## config.mk

```make
export PLATFORM = sky130hd
export DESIGN_NAME = uart_tx_rx_ctrl_flat
export DESIGN_NICKNAME = d
export VERILOG_FILES = /design/src/rtl/uart_tx_rx_ctrl_if.sv /design/src/rtl/uart_tx_rx_ctrl.sv /design/src/flat_wrapper.sv
export SDC_FILE = /design/constraint.sdc
export NUM_CORES = 1
export LEC_CHECK = 0
export ABC_AREA = 0
export CAP_MARGIN = 20
export CORE_ASPECT_RATIO = 1.75
export CORE_MARGIN = 4
export CORE_UTILIZATION = 53
export CTS_CLUSTER_SIZE = 16
export DETAILED_ROUTE_END_ITERATION = 7
export PLACE_DENSITY = 0.8
export SLEW_MARGIN = 15
export SYNTH_ARGS = -nofsm -noshare
export SYNTH_HDL_FRONTEND = slang
export SYNTH_SLANG_ARGS = --single-unit
```

## constraint.sdc

```tcl
create_clock -name CLK -period 2.3 [get_ports CLK]
set_clock_uncertainty 0.15 [all_clocks]
set_input_delay 0.23 -clock CLK [delete_from_list [all_inputs] [get_ports CLK]]
set_output_delay 0.23 -clock CLK [all_outputs]
set_load 0.03 [all_outputs]
```

## src/rtl/uart_tx_rx_ctrl_if.sv

```systemverilog
// rtl/uart_tx_rx_ctrl_if.sv - handshake and serial signal bundle for the 8N1 UART controller
interface uart_tx_rx_ctrl_if;
    logic       SEND;
    logic [7:0] DATA;
    logic       READY;
    logic       UART_TX;
    logic       UART_RX;
    logic [7:0] RECV_DATA;
    logic       VALID;

    modport master (
        output SEND,
        output DATA,
        output UART_RX,
        input  READY,
        input  UART_TX,
        input  RECV_DATA,
        input  VALID
    );

    modport slave (
        input  SEND,
        input  DATA,
        input  UART_RX,
        output READY,
        output UART_TX,
        output RECV_DATA,
        output VALID
    );
endinterface

```

## src/rtl/uart_tx_rx_ctrl.sv

```systemverilog
// rtl/uart_tx_rx_ctrl.sv - independent 8N1 UART transmit and receive controllers
module uart_tx_rx_ctrl #(
    parameter int CLKS_PER_BIT = 10416,
    parameter int SYNC_STAGES  = 2
) (
    input  logic              CLK,
    input  logic              RST,
    uart_tx_rx_ctrl_if.slave  bus
);

    localparam int TW = $clog2(CLKS_PER_BIT);
    localparam logic [TW-1:0] T_LAST = TW'(CLKS_PER_BIT - 1);
    localparam logic [TW-1:0] T_HALF = TW'(CLKS_PER_BIT / 2 - 1);

    localparam logic [0:0] TX_IDLE  = 1'b0;
    localparam logic [0:0] TX_SHIFT = 1'b1;

    localparam logic [2:0] RX_IDLE  = 3'd0;
    localparam logic [2:0] RX_START = 3'd1;
    localparam logic [2:0] RX_DATA  = 3'd2;
    localparam logic [2:0] RX_STOP  = 3'd3;
    localparam logic [2:0] RX_WAIT  = 3'd4;

    // ---------------- transmitter state ----------------
    logic [0:0]    tx_state_q, tx_state_d;
    logic [8:0]    tx_shift_q, tx_shift_d;   // {stop, D7..D0}; start bit goes straight to the output flop
    logic [TW-1:0] tx_timer_q, tx_timer_d;
    logic [3:0]    tx_bit_q,   tx_bit_d;
    logic          tx_out_q,   tx_out_d;

    // ---------------- receiver state ----------------
    logic [SYNC_STAGES-1:0] sync_q, sync_d;
    logic          rx_prev_q,  rx_prev_d;
    logic [2:0]    rx_state_q, rx_state_d;
    logic [TW-1:0] rx_timer_q, rx_timer_d;
    logic [3:0]    rx_bit_q,   rx_bit_d;
    logic [7:0]    rx_byte_q,  rx_byte_d;
    logic [7:0]    rx_data_q,  rx_data_d;
    logic          rx_valid_q, rx_valid_d;
    logic          rx_s;

    assign rx_s          = sync_q[SYNC_STAGES-1];
    assign bus.READY     = (tx_state_q == TX_IDLE);
    assign bus.UART_TX   = tx_out_q;
    assign bus.RECV_DATA = rx_data_q;
    assign bus.VALID     = rx_valid_q;

    // TX: accept a byte when idle, then hold each of the 10 bits for one full bit period
    always_comb begin
        tx_state_d = tx_state_q;
        tx_shift_d = tx_shift_q;
        tx_timer_d = tx_timer_q;
        tx_bit_d   = tx_bit_q;
        tx_out_d   = tx_out_q;
        case (tx_state_q)
            TX_IDLE: begin
                tx_out_d = 1'b1;
                if (bus.SEND) begin
                    tx_shift_d = {1'b1, bus.DATA};
                    tx_timer_d = '0;
                    tx_bit_d   = 4'd0;
                    tx_out_d   = 1'b0;
                    tx_state_d = TX_SHIFT;
                end
            end
            TX_SHIFT: begin
                if (tx_timer_q == T_LAST) begin
                    tx_timer_d = '0;
                    tx_bit_d   = tx_bit_q + 4'd1;
                    if (tx_bit_q == 4'd9) begin
                        tx_out_d   = 1'b1;
                        tx_state_d = TX_IDLE;
                    end else begin
                        tx_out_d   = tx_shift_q[0];
                        tx_shift_d = {1'b1, tx_shift_q[8:1]};
                    end
                end else begin
                    tx_timer_d = tx_timer_q + TW'(1);
                end
            end
            default: begin
                tx_state_d = TX_IDLE;
                tx_out_d   = 1'b1;
            end
        endcase
    end

    // RX: synchronise the line, find the start edge, then sample every bit at its midpoint
    always_comb begin
        sync_d     = {sync_q[SYNC_STAGES-2:0], bus.UART_RX};
        rx_prev_d  = rx_s;
        rx_state_d = rx_state_q;
        rx_timer_d = rx_timer_q;
        rx_bit_d   = rx_bit_q;
        rx_byte_d  = rx_byte_q;
        rx_data_d  = rx_data_q;
        rx_valid_d = 1'b0;
        case (rx_state_q)
            RX_IDLE: begin
                if (rx_prev_q && !rx_s) begin
                    rx_timer_d = '0;
                    rx_state_d = RX_START;
                end
            end
            RX_START: begin
                if (rx_timer_q == T_HALF) begin
                    rx_timer_d = '0;
                    rx_bit_d   = 4'd0;
                    // a line already back high at mid start bit was only a glitch
                    rx_state_d = rx_s ? RX_IDLE : RX_DATA;
                end else begin
                    rx_timer_d = rx_timer_q + TW'(1);
                end
            end
            RX_DATA: begin
                if (rx_timer_q == T_LAST) begin
                    rx_timer_d = '0;
                    rx_byte_d  = {rx_s, rx_byte_q[7:1]};
                    rx_bit_d   = rx_bit_q + 4'd1;
                    if (rx_bit_q == 4'd7) begin
                        rx_state_d = RX_STOP;
                    end
                end else begin
                    rx_timer_d = rx_timer_q + TW'(1);
                end
            end
            RX_STOP: begin
                if (rx_timer_q == T_LAST) begin
                    rx_timer_d = '0;
                    if (rx_s) begin
                        rx_data_d  = rx_byte_q;
                        rx_valid_d = 1'b1;
                        rx_state_d = RX_IDLE;
                    end else begin
                        rx_state_d = RX_WAIT;
                    end
                end else begin
                    rx_timer_d = rx_timer_q + TW'(1);
                end
            end
            RX_WAIT: begin
                // framing error: hold off until the line idles high again
                if (rx_s) begin
                    rx_state_d = RX_IDLE;
                end
            end
            default: begin
                rx_state_d = RX_IDLE;
            end
        endcase
    end

    // state registers with synchronous active-high reset
    always_ff @(posedge CLK) begin
        if (RST) begin
            tx_state_q <= TX_IDLE;
            tx_shift_q <= '1;
            tx_timer_q <= '0;
            tx_bit_q   <= 4'd0;
            tx_out_q   <= 1'b1;
            sync_q     <= '1;
            rx_prev_q  <= 1'b1;
            rx_state_q <= RX_IDLE;
            rx_timer_q <= '0;
            rx_bit_q   <= 4'd0;
            rx_byte_q  <= 8'h00;
            rx_data_q  <= 8'h00;
            rx_valid_q <= 1'b0;
        end else begin
            tx_state_q <= tx_state_d;
            tx_shift_q <= tx_shift_d;
            tx_timer_q <= tx_timer_d;
            tx_bit_q   <= tx_bit_d;
            tx_out_q   <= tx_out_d;
            sync_q     <= sync_d;
            rx_prev_q  <= rx_prev_d;
            rx_state_q <= rx_state_d;
            rx_timer_q <= rx_timer_d;
            rx_bit_q   <= rx_bit_d;
            rx_byte_q  <= rx_byte_d;
            rx_data_q  <= rx_data_d;
            rx_valid_q <= rx_valid_d;
        end
    end

endmodule

```

## src/flat_wrapper.sv

```systemverilog
// flat-port wrapper written by rule: the top's interface ports become plain ports
module uart_tx_rx_ctrl_flat 
#(
    parameter int CLKS_PER_BIT = 10416,
    parameter int SYNC_STAGES  = 2
)
  (CLK, RST, bus_SEND, bus_DATA, bus_UART_RX, bus_READY, bus_UART_TX, bus_RECV_DATA, bus_VALID);
  uart_tx_rx_ctrl_if bus_i ();
  input  logic CLK;
  input  logic RST;
  input wire logic [$bits(bus_i.SEND)-1:0] bus_SEND;
  input wire logic [$bits(bus_i.DATA)-1:0] bus_DATA;
  input wire logic [$bits(bus_i.UART_RX)-1:0] bus_UART_RX;
  output wire logic [$bits(bus_i.READY)-1:0] bus_READY;
  output wire logic [$bits(bus_i.UART_TX)-1:0] bus_UART_TX;
  output wire logic [$bits(bus_i.RECV_DATA)-1:0] bus_RECV_DATA;
  output wire logic [$bits(bus_i.VALID)-1:0] bus_VALID;
  assign bus_i.SEND = bus_SEND;
  assign bus_i.DATA = bus_DATA;
  assign bus_i.UART_RX = bus_UART_RX;
  assign bus_READY = bus_i.READY;
  assign bus_UART_TX = bus_i.UART_TX;
  assign bus_RECV_DATA = bus_i.RECV_DATA;
  assign bus_VALID = bus_i.VALID;
  uart_tx_rx_ctrl #(.CLKS_PER_BIT(CLKS_PER_BIT), .SYNC_STAGES(SYNC_STAGES)) u_core (.CLK(CLK), .RST(RST), .bus(bus_i));
endmodule
```

# == Word-level counts from Yosys, hierarchy flattened ==
# Index checks and enable logic that the tools add are counted.
# word_totals
ff_bits,70
elab_cells,87
# op_classes
reduce_logical,14
bitwise,3
muxes,35
n_eq_ne,18
addsub,4
# op_table
cell,n
$mux W14,5
$pmux W14 S3,1
$add A14 B1 Y14 const B,2
$eq A14 B14 Y1 const B,2
$pmux W14 S2,1
$mux W9,3
$mux W3,7
$pmux W9 S2,1
$mux W4,4
$pmux W4 S2,2
$pmux W3 S5,1
$eq A14 B13 Y1 const B,1
$ne A2 B1 Y1 const B,6
$reduce_and A3 Y1,3
$add A4 B1 Y4 const B,2
$mux W1,7
$eq A3 B2 Y1 const B,2
$ne A2 B2 Y1 const B,3
$reduce_and A2 Y1,3
$reduce_and A6 Y1,1
$eq A4 B3 Y1 const B,1
$eq A4 B4 Y1 const B,1
$pmux W1 S2,2
$eq A3 B1 Y1 const B,1
other kinds (10),12

# == Depth between registers and ports, before layout ==
# depth
ltp_word,4
mapped_depth,8
mapped_depth_nobuf,7

# == Worst setup path after synthesis ==
# Ideal clock, no wire load.
# synth_timing
kind,reg-to-reg
start,reg u_core.rx_timer_q[6]
end,reg u_core.rx_byte_q[0]
path_buffers,1
path_slack_ps,145
setup_time_ps,128
period_less_slack_ps,2155
t_arrival_ps,1877
path_stages_with_launch,7
path_cell_list,dfxtp_1 -> or4b_4 -> nor4_4 -> and2_1 -> buf_6 -> mux2i_1 -> nor2_1
# synth_between
elab_chain_len,2
# synth_lines
item,line_no,rtl
"start, declared",uart_tx_rx_ctrl.sv:35,"logic [TW-1:0] rx_timer_q, rx_timer_d;"
"start signal, assigned",uart_tx_rx_ctrl.sv:178,rx_timer_q <= rx_timer_d;
$eq A14 B14 Y1,uart_tx_rx_ctrl.sv:116,if (rx_timer_q == T_LAST) begin
$reduce_and A2 Y1 (no source line),--,
"end signal, assigned",uart_tx_rx_ctrl.sv:180,rx_byte_q <= rx_byte_d;
"end, declared",uart_tx_rx_ctrl.sv:37,"logic [7:0] rx_byte_q, rx_byte_d;"
# No other way between the ends.
# A chain may end at the register's enable or synchronous reset.

# == Final worst setup path ==
# layout_timing
start,reg u_core.rx_timer_q[13]
end,reg u_core.rx_timer_q[8]
# layout_between
elab_chain_len,3
# layout_lines
item,line_no,rtl
$eq A14 B14 Y1 or $eq A14 B13 Y1 (tied branches),"uart_tx_rx_ctrl.sv:116, uart_tx_rx_ctrl.sv:128, uart_tx_rx_ctrl.sv:106",
$mux W14 (on tied branches),"uart_tx_rx_ctrl.sv:116, uart_tx_rx_ctrl.sv:128, uart_tx_rx_ctrl.sv:106",
$pmux W14 S3 (*),uart_tx_rx_ctrl.sv:98,case (rx_state_q)
# Mark *: on every way between the ends. The rest lies on a longest branch, timed or not.

==> reports/results.tsv <==
metric	value	unit
run status	complete, no violations	
GRT overflow	0	
startpoint types	flop	
syn_nets	395	
Final #Nets	437	
Total GRT Usage	22.0	%
Placed Cells	482	
hold-critical path depth	2	
Final WS setup	0.0503	ns
DR vias	2910	
Initial DRT Pass Iterations	4	
DR vias/cell	5.81	
largest net degree at the start of global routing	36	
Slew @ Worst Pin	0.633	ns
Place WS	0.0898	ns
Synth Flop Type	dfxtp_1	
Worst Path Arrival	2.33	ns
CP Capture Type	flop	
Die W	67.3	µm
Slew HR	57.5	%
Max Cap Viol	0	
post-route ant nets	0	
FF+latch count, synth	69	
YS warnings	0	
average cell area after synthesis	8.65	µm²
Reg2Reg Depth	6	
Skew-Pair Late Insertion Delay	0.34	ns
Die ar.	7520	µm²
worst-path fanout max	9	
antenna diode count	0	
Post-synth EDFFs	0	
global-route wire length before repair	12900	µm
worst vdd ir	0.705	mV
clk root buf	clkbuf_8	
HP Class	primary input to flop	
vias in the first global route	2967	
Buffers on Ports	22	
overall power	2430	µW
Final Cycle Share	97.8	%
Yosys cell types	55	
post-synthesis instance total	377	
synthesized cell area	3260	µm²
boundary pin count	23	
total clock sinks	69	
hold slack final	0.105	ns
clock transition at the registers of the reported paths	0.08	ns
initial core utilization	55.0	%
hpwl dp	5290	µm
H-tree lvl count	3	
maximum operating frequency	0.445	GHz
RD Place Congestion	0.854	
CTS buffer count	9	
Longest Clk Path Bufs	2	
Leakage Power	0.00147	µW
Synth area leader	dfxtp_1	
async set or reset register ratio after synthesis	0	%
Die Height	112	µm
minimum clock period	2.25	ns
CTS tree	yes	
Area Growth Syn to Fin	21.5	%
Power Dens Cells	614	nW/µm²
Final Hold Fails	0	
DRC Markers	0	
Core Region	5930	µm²
share of cells above drive strength 1	14.2	%
Wirelength per Cell	15.2	µm
Worst Path Required	2.38	ns
initial drt markers	130	
row count	37	
Setup-failing EPs final	0	
share of the synthesized area in the top cell type	42.3	%
Post-Route Setup TNS	0	ns
Synth area leaders	dfxtp_1 (42%), nor2_1 (6.3%), mux2i_1 (4.9%)	
Fill cells	489	
kind of critical path	flop to flop	
Non-Filler Instances	501	
initial antenna violation count	0	
drt total wl	7610	µm
fin. max-slew vios	0	
sequential fraction of the synthesis area	42.3	%
## synthesized netlist by cell type (3+ instances only)
cell type / number
a211oi_1: 8
a21oi_1: 22
a22o_1: 5
a31oi_1: 10
and2_1: 8
and4_1: 6
clkbuf_1: 16
dfxtp_1: 69
ha_1: 6
inv_1: 8
mux2i_1: 16
nand2_1: 23
nand2b_1: 8
nand3_1: 11
nand3b_1: 6
nand4_1: 8
nor2_1: 55
nor2b_1: 3
nor3_1: 15
o21ai_0: 14
or2_2: 5
or3_1: 4
xnor2_1: 7
xor2_1: 6
## registers in the layout, indices dropped and copies added (netlist names), 2 cells and up
| signal | flops |
|---|---|
| u_core.sync_q | 2 |
| u_core.rx_bit_q | 4 |
| u_core.tx_bit_q | 4 |
| u_core.tx_shift_q | 8 |
| u_core.rx_state_q | 3 |
| u_core.rx_timer_q | 14 |
| u_core.bus.RECV_DATA | 8 |
| u_core.tx_timer_q | 14 |
| u_core.rx_byte_q | 8 |
## path summary, 6_finish.rpt
path,from,endpoint,slack (ns)
setup / recovery,u_core.rx_timer_q[13]$_SDFFE_PP0P_,u_core.rx_timer_q[8]$_SDFFE_PP0P_,0.05
setup reg to reg,u_core.rx_timer_q[13]$_SDFFE_PP0P_,u_core.rx_timer_q[8]$_SDFFE_PP0P_,0.05
hold / removal,RST,u_core.rx_byte_q[5]$_SDFFE_PP0P_,0.11
hold reg to reg,u_core.sync_q[0]$_SDFF_PP1_,u_core.sync_q[1]$_SDFF_PP1_,0.28
## metrics by stage
step                cell area (µm²)  utilization (%)
finish                         3960             66.9
global placement               3700             62.4
global route                   3960             66.9
CTS                            3900             65.8
detailed placement             3700             62.4
floorplan                      3260                -
## worst max-delay path: stages, from the launching register on
cell	delay, ns
dfxtp_1	0.35
or4b_2	0.74
nor4_4	0.30
buf_4	0.19
nand2b_4	0.14
a31o_4	0.22
nor2_1	0.06
## report_power, final
part / internal [µW] / switching, µW
Sequential: 1220 / 16.0
Combinational: 90.4 / 114
Clock: 528 / 468
## logic make-up (layout without fill, tap and decap cells)
group,after synthesis,in the layout,share of synthesized area (%)
AND/OR/NAND/NOR,164,164,26.9
AO/OA/AOI/OAI,81,81,16.3
flip-flops,69,69,42.3
buffers and inverters,27,73,3.41
multiplexers,17,17,5.25
XOR/XNOR,13,13,3.49
adder cells (fa/ha/maj),6,6,2.30
## metal layers
metal | global-route usage, % | share of wire (%) | vias to the layer above
met2 | 39.0 | 56 | 61
met4 | 13.3 | 2.9 | 0
met3 | 4.54 | 2.7 | 17
li1 | - | - | 1444
met1 | 22.5 | 39 | 1388
met5 | 0 | 0 | -
## final cells by class
| class | count | area, µm² | area share [%] |
|---|---|---|---|
| Clock buffer | 10 | 138 | 3.47 |
| Tap cell | 78 | 97.6 | 2.46 |
| Inverter | 8 | 30.0 | 0.758 |
| Timing Repair Buffer | 50 | 454 | 11.5 |
| Clock inverter | 5 | 60.1 | 1.52 |
| Sequential cell | 69 | 1380 | 34.9 |
| Multi-Input combinational cell | 281 | 1800 | 45.4 |
## cells in the final DEF, fill, tap and decap left out, types with 3 or more instances in the layout
cell type,instances
ha_1,6
clkdlybuf4s50_1,21
a31oi_1,10
a21oi_1,21
o21ai_0,14
nor2b_1,3
a22o_1,5
inv_1,8
xnor2_1,7
nor3_1,15
nand3b_1,6
or2_2,5
nand2_1,23
and2_1,8
nand3_1,11
nor2_1,55
mux2i_1,16
or3_1,4
nand2b_1,7
xor2_1,6
and4_1,6
a211oi_1,8
nand4_1,8
dfxtp_1,68
clkbuf_8,10
buf_4,25
## what timing repair did
action                     CTS  global route
buffers inserted             0             4
setup endpoints to repair    0            10
hold buffers                 0             0
gates resized for setup      0             6
(Power assumes the default switching activity.)
==> RTL change: new RTL, same flow settings <==
Reset style: asynchronous (`RST`), changed in one clocked block. Comments in the files are not updated.
--- a/src/rtl/uart_tx_rx_ctrl.sv
+++ b/src/rtl/uart_tx_rx_ctrl.sv
@@ -151,7 +151,7 @@
     end
 
     // state registers with synchronous active-high reset
-    always_ff @(posedge CLK) begin
+    always_ff @(posedge CLK or posedge RST) begin
         if (RST) begin
             tx_state_q <= TX_IDLE;
             tx_shift_q <= '1;
Check against the original RTL: differs if RST is asserted again (counterexample within 4 cycles, from zero or initial values and one cycle with RST high); with RST held inactive, the same outputs for 10 cycles.
==> RTL change against the original RTL <==
Sequential cell count unchanged. Non-clock buffer count down 15. Area after synthesis increased by 5.7%. Cell area up 0.95%. Die area grew 5.1%. Cell count shrank 9.8%. Critical path depth is 1 higher. Synthesized cell count decreased by 12%. Setup slack better by 0.11 ns. Routed wire length fell by 7.8%. Highest routed layer unchanged.
Power is not compared: it rests on default switching activity, and its combinational part moved more than twofold at a synthesized area within 25%.
==> RTL change: results <==
status:
  outcome: "completed"
global_route:
  grt.total_usage: 0.202
  grt_util_met1: 0.227
  grt_max_degree: 33
  grt_pass1_wl_mm: 12.1
  use_met2: 0.343
  grt_util_met3: 0.0501
critical_path:
  worstPathArrival_ns: 2.22
  path_max_fanout: 15
  r2r-end: "u_core.rx_timer_q[4]"
  timing.critical_path.to: "u_core.rx_timer_q[4]"
  worstReg2RegStart: "u_core.rx_timer_q[0]"
  startpoint_type: "register"
  r2r_cells: 7
logic_synthesis:
  syn_area_per_cell_um2: 10.4
  synth_ff_type: "dfrtp_1"
  synth_top_cells_by_count: "57 x dfrtp_1, 35 x nand2_1, 26 x nor2_1"
  synth_seq_area_share: 0.505
  ys_types: 56
  yosys_warnings: 0
  syn_nets: 351
  async_reset_ff_frac: 1.00
  ys_top_cells_by_area: "dfrtp_1 41%, dfstp_2 9.1%, nand2_1 3.8%, mux2_4 3.0%, o21ai_0 3.0%"
cells_and_area:
  nNetsFinal: 385
  final_cells: 452
  diodes: 0
  layout-drive-gt1-share: 0.180
power:
  p_leak_nw: 1.85
  ir_drop_mv: 0.650
placed_design:
  gp_congestion: 0.836
  numPortBuffers: 22
  dp_hpwl_mm: 5.00
  placed_cell_area_mm2: 0.00383
  post-place-cells: 436
  place_ws_ns: 0.152
sta:
  hold_violations: 0
  fin_ws_ns: 0.164
  setup_tns_ns: 0
  drv_slew: 0
  relSlewSlack: 0.617
min_path:
  hp-class: "primary input to asynchronous set/reset pin"
cts:
  clock_path_buffers: 2
  clock_latency_ns: 0.35
  clock_tree.root_cell: "clkbuf_8"
detailed_routing:
  drtIter0Drc: 215
  first_pass_iters: 4
  vias: 2680
  totalWireLength_mm: 7.01
## RTL change: worst max-delay path, stage by stage, from the launching register on
cell and delay, ns:
dfrtp_2 0.41, ha_1 0.18, nor4bb_1 0.25, and4_1 0.28, o22ai_2 0.11, buf_4 0.20
and3_1 0.18, a221o_1 0.25
## RTL change: report_power, final
part	internal [mW]	switching, mW	leakage [nW]
registers	1.39	0.195	0.876
clock network	0.413	0.444	0.0889
logic	0.335	0.445	0.881
total	2.14	1.08	1.85
## RTL change: worst min-delay path by stage
stage	end	slack [ns]	depth (start not counted)
after floorplan	u_core.sync_q[0]	0.08	0
after global placement	u_core.sync_q[1]	0.20	0
after detailed placement	u_core.sync_q[1]	0.20	0
after CTS	u_core.tx_state_q	0.09	2
after global routing	u_core.tx_state_q	0.10	2
final	u_core.tx_timer_q[3]	0.07	2
## RTL change: layout make-up
cell class	count	area, um2
multi-input cells	239	1600
fillers	529	2280
well taps	80	100
clock buffers	11	141
repair buffers	35	343
inverters	13	48.8
flip-flops and latches	69	1740
clock inverters	5	27.5
## RTL change: per-layer routing
layer / share of wire / vias up
met5: 0 / -
met4: 0.029 / 0
met3: 0.033 / 17
met2: 0.54 / 60
met1: 0.39 / 1319
li1: - / 1284
## RTL change: cell families (layout without fill, tap and decap cells)
family                     Yosys count  after routing  share of synthesized area
adders and majority gates            6              6                     0.0218
AOI/OAI and AO/OA                   78             78                      0.146
buffers and inverters               25             64                     0.0316
and+or+nand+nor                    125            125                      0.197
xor gates and xnor gates             5              5                     0.0127
DFF                                 69             69                      0.505
muxes                               25             25                     0.0860
